[config.mk]
export PLATFORM = sky130hd
export DESIGN_NAME = register_file_wb
export DESIGN_NICKNAME = d
export VERILOG_FILES = /design/src/rtl/cpu_types_pkg.sv /design/src/rtl/rf_bypass_mux.sv /design/src/rtl/register_file_wb.sv
export SDC_FILE = /design/constraint.sdc
export NUM_CORES = 2
export LEC_CHECK = 0
export ABC_AREA = 1
export CAP_MARGIN = 20
export CORE_ASPECT_RATIO = 1.25
export CORE_MARGIN = 4
export CORE_UTILIZATION = 55
export CTS_BUF_LIST = sky130_fd_sc_hd__clkbuf_8
export DETAILED_ROUTE_END_ITERATION = 10
export GPL_TIMING_DRIVEN = 1
export PLACE_DENSITY_LB_ADDON = 0.08
export SLEW_MARGIN = 0
export SYNTH_ARGS = -nofsm -noshare
export SYNTH_HDL_FRONTEND = slang
export SYNTH_SLANG_ARGS = --single-unit
[constraint.sdc]
create_clock -name CLK -period 1.4 [get_ports CLK]
set_input_delay 0.14 -clock CLK [delete_from_list [all_inputs] [get_ports CLK]]
set_output_delay 0.14 -clock CLK [all_outputs]
set_load 0.01 [all_outputs]
[src/rtl/cpu_types_pkg.sv]
// Shared CPU datapath types: machine word and register-index widths.
// The register file and the pipeline stages both build their ports from these.
package cpu_types_pkg;

    localparam int WORD_W = 32;
    localparam int REG_W  = 5;
    localparam int NUM_GPRS = 1 << REG_W;

    typedef logic [WORD_W-1:0] word_t;
    typedef logic [REG_W-1:0]  regbits_t;

    function automatic logic is_zero_reg(input regbits_t sel);
        return (sel == '0);
    endfunction

endpackage

[src/rtl/rf_bypass_mux.sv]
// One read port's output select: hardwired zero for r0, else write-back data on
// a same-cycle index match, else the stored register value.
module rf_bypass_mux
    import cpu_types_pkg::*;
#(
    parameter int DATA_W = WORD_W
) (
    input  regbits_t          rsel,
    input  regbits_t          wsel,
    input  logic              byp_en,
    input  logic [DATA_W-1:0] wdat,
    input  logic [DATA_W-1:0] stored,
    output logic [DATA_W-1:0] rdat
);

    always_comb begin
        rdat = '0;
        if (!is_zero_reg(rsel)) begin
            if (byp_en && (rsel == wsel)) begin
                rdat = wdat;
            end else begin
                rdat = stored;
            end
        end
    end

endmodule

[src/rtl/register_file_wb.sv]
// 32x32 GPR file fed by the write-back stage, with two combinational read ports
// and an optional same-cycle write-to-read bypass.
module register_file_wb
    import cpu_types_pkg::*;
#(
    parameter int          NREGS        = NUM_GPRS,
    parameter int          DATA_W       = WORD_W,
    parameter int          BYPASS_EN    = 1,
    // Reset value of the write counter; nonzero only to exercise wrap in simulation.
    parameter logic [31:0] WR_COUNT_RST = 32'h0
) (
    input  logic        CLK,
    input  logic        nRST,
    input  logic        WEN,
    input  regbits_t    wsel,
    input  word_t       wdat,
    input  regbits_t    rsel1,
    input  regbits_t    rsel2,
    output word_t       rdat1,
    output word_t       rdat2,
    output logic [31:0] wr_count
);

    logic [DATA_W-1:0] regs [NREGS];
    logic              wr_valid;
    logic              byp_en;

    assign wr_valid = WEN && !is_zero_reg(wsel);

    // Bypass is held off during reset so reads return the cleared storage.
    assign byp_en = (BYPASS_EN != 0) && wr_valid && nRST;

    always_ff @(posedge CLK or negedge nRST) begin
        if (!nRST) begin
            for (int i = 0; i < NREGS; i++) begin
                regs[i] <= '0;
            end
            wr_count <= WR_COUNT_RST;
        end else if (wr_valid) begin
            regs[wsel] <= wdat;
            wr_count   <= wr_count + 32'd1;
        end
    end

    rf_bypass_mux #(.DATA_W(DATA_W)) u_port1 (
        .rsel   (rsel1),
        .wsel   (wsel),
        .byp_en (byp_en),
        .wdat   (wdat),
        .stored (regs[rsel1]),
        .rdat   (rdat1)
    );

    rf_bypass_mux #(.DATA_W(DATA_W)) u_port2 (
        .rsel   (rsel2),
        .wsel   (wsel),
        .byp_en (byp_en),
        .wdat   (wdat),
        .stored (regs[rsel2]),
        .rdat   (rdat2)
    );

endmodule

==> impl_metrics.env <==
export IMPL_dp_worst_setup_slack_ns=-1.29
export IMPL_finalPower_mw=93.9
export IMPL_die_x_um=302
export IMPL_grt_pass1_wl_um=366000
export IMPL_drv_cap=0
export IMPL_ant_nets=0
export IMPL_nets=9134
export IMPL_cts_tree="yes"
export IMPL_crit_top_cell="buf_6"
export IMPL_r2r_start="wr_count[9]"
export IMPL_critPathKind="reg -> out"
export IMPL_clock_sinks=1056
export IMPL_tightest_slew_ns=0.963
export IMPL_final_cells=10700
export IMPL_drive_above_1_share_pct=21.8
export IMPL_drc_errors=0
export IMPL_finClkSkew_ns=0.0245
export IMPL_finalCriticalPeriod_ns=2.56
export IMPL_finalWeightedCongestion=0.952
export IMPL_postRouteWirelength_um=247000
export IMPL_dr_first_iter_drc_count=8307
export IMPL_area_growth_pct=28.7
export IMPL_setup_viol=138
export IMPL_crit_chain="a21oi_1 -> o21ai_0 -> nand3_1 -> nand2_2 -> o21ai_4 -> buf_6 -> nand3_2 -> nand2_1 -> inv_1 -> buf_6"
export IMPL_r2r_end="wr_count[28]"
export IMPL_clkLatencyLatePin_ns=0.92
export IMPL_core_mm2=0.107
export IMPL_antenna_found_initial=6
export IMPL_most_common_layout_cells="nand2_1, o21ai_0, dfrtp_1, inv_1, buf_4"
export IMPL_hold_ws_ns=-0.0933
export IMPL_reg2reg_depth=9
export IMPL_synth_cell_type_count=32
export IMPL_max_slew_margin_pct=35.6
export IMPL_synth_avg_cell_area_um2=7.00
export IMPL_fmax_mhz=390
export IMPL_cp_arrival_ns=2.42
export IMPL_die_area_mm2=0.114
export IMPL_wl_per_cell_um=23.2
export IMPL_min_path_type="in -> async"
export IMPL_first_pass_iters=10
export IMPL_setup_slack_ns=-1.16
export IMPL_synth_area_mm2=0.0596
export IMPL_grt_use_total_pct=42.1
export IMPL_die_h_um=376
export IMPL_htreeDepth=4
export IMPL_cts_max_path_buffers=3
export IMPL_vias=64800
export IMPL_cp_start_kind="flop"
export IMPL_cp_end_kind="primary output"
export IMPL_fin_crit_sh_pct=183
export IMPL_final_common_cell="nand2_1"
export IMPL_hold_violations=122
export IMPL_synthesis_nets=8568
export IMPL_critPathMaxFanout=3
export IMPL_status="complete, but fails checks"
export IMPL_crit_required_ns=1.26
export IMPL_critPathSlowestCell="dfrtp_1"
export IMPL_via_per_inst=6.09
export IMPL_pin_count=146
export IMPL_leakage_nw=37.1
export IMPL_clkTransAtPathRegs_ns=0.06
export IMPL_synthCells=8517
export IMPL_rows=134
export IMPL_initial_core_util_pct=55.6
export IMPL_synth_warnings=0
export IMPL_grt_overflow_total=0
export IMPL_ir_worst_vdd_v=0.00128
export IMPL_slowest_delay_ns=0.40
export IMPL_rsz0062_at_grt="yes"
export IMPL_hpwl_um=155000
export IMPL_power_density_mw_per_mm2=1220
export IMPL_grt_pass1_vias=61000
export IMPL_cts_root_buf="clkbuf_8"
export IMPL_reg2reg_setup_slack_ns=-0.39
export IMPL_place_inst=10200
export IMPL_seq_area_frac_synth_pct=44.3
export IMPL_violations="negative hold slack, negative setup slack"
export IMPL_cts_buffers=176
export IMPL_slew_viol_final=0
export IMPL_grt_max_degree=152
export IMPL_synth_seq_cells=1056
export IMPL_io_buffers=145
==> worst max path at each step <==
stage	from	slack [ns]	end
4_1_cts	regs[383]	-1.19	rdat2[31]
2_1_floorplan	rsel2[1]	-0.1	rdat2[30]
6_report	regs[379]	-1.16	rdat2[27]
5_1_grt	regs[379]	-1.28	rdat2[27]
3_5_place_dp	wsel[4]	-1.29	rdat1[4]
3_3_place_gp	wsel[4]	-1.23	rdat1[16]
==> per-stage QoR <==
stage               area, um2  hold slack, ns  setup TNS (ns)  util [%]
finish                  76700         -0.0933          -83.81      71.6
global route            76700         -0.0660          -95.93      71.6
CTS                     75200          -0.109          -82.63      70.2
detailed placement      69500           0.316         -817.60      64.8
global placement        69500           0.309         -784.77      64.8
floorplan               60200          -0.156           -1.93         -
==> where the power goes <==
group          leakage, nW  switching, mW  total (mW)  internal (mW)
combinational         21.5           14.4        25.1           10.7
clock                 2.05           13.6        28.8           15.2
sequential            13.5           3.82        40.0           36.2
==> registers in the layout, indices dropped and copies added (netlist names) <==
register and count:
regs 1024, wr_count 32
==> timing repair <==
action,in CTS,in global routing
resized for setup,1012,417
hold buffers,20,2
pin swaps,377,264
endpoints found under the setup margin,117,216
endpoints found under the hold margin,833,45
buffers inserted,90,57
cloned,0,1
==> kinds of logic after synthesis <==
group | Yosys count | share of synthesized area [%]
adder cells (fa/ha/maj) | 1 | 0.0210
AO/OA/AOI/OAI | 2549 | 22.3
flip-flops | 1056 | 44.3
AND/OR/NAND/NOR | 3397 | 22.9
buffers and inverters | 1474 | 9.80
XOR/XNOR | 40 | 0.588
==> area by class of cell <==
class	instances	area, um2
Fill cell	8733	30400
Multi-Input combinational cell	5987	29900
Sequential cell	1056	26400
Timing Repair Buffer	1132	12200
Clock buffer	233	3210
Inverter	730	2780
Tap cell	1428	1790
Clock inverter	82	445
Antenna cell	2	5.00
==> per-layer routing <==
layer / track usage [%] / wire length [um] / vias to the layer above
li1: - / - / 28900
met1: 55.0 / 91500 / 30600
met2: 62.7 / 107000 / 4199
met3: 11.6 / 31800 / 1055
met4: 24.7 / 16900 / 8
met5: 0.823 / 172 / -
==> cells in the mapped netlist <==
library cell	n	area (um2)
a211oi_1	62	465
a21oi_1	463	2320
buf_1	37	139
buf_2	211	1060
buf_4	5	37.5
buf_6	3	33.8
clkbuf_1	488	1830
clkinv_1	7	26.3
dfrtp_1	1056	26400
ha_1	1	12.5
inv_1	712	2670
inv_2	11	41.3
nand2_1	2152	8080
nand2_2	10	62.6
nand3_1	545	2730
nand3b_1	2	15.0
nand4_1	9	56.3
nor2_1	637	2390
nor2_2	4	25.0
nor2_4	3	33.8
nor3_1	12	60.1
nor3_2	8	80.1
nor3_4	2	32.5
nor3b_1	1	7.51
nor4_1	1	6.26
nor4_4	2	42.5
o211ai_1	153	1150
o21ai_0	1739	8700
o21ai_1	132	661
or2_2	9	56.3
xnor2_1	18	158
xor2_1	22	193
==> critical path, delay by kind of cell (launching register included) <==
kind | cells | cell delay (ns)
AND/OR/NAND/NOR | 4 | 0.31
buffers and inverters | 3 | 0.30
AO/OA/AOI/OAI | 3 | 0.48
flip-flops | 1 | 0.40
(Power assumes the default switching activity.)
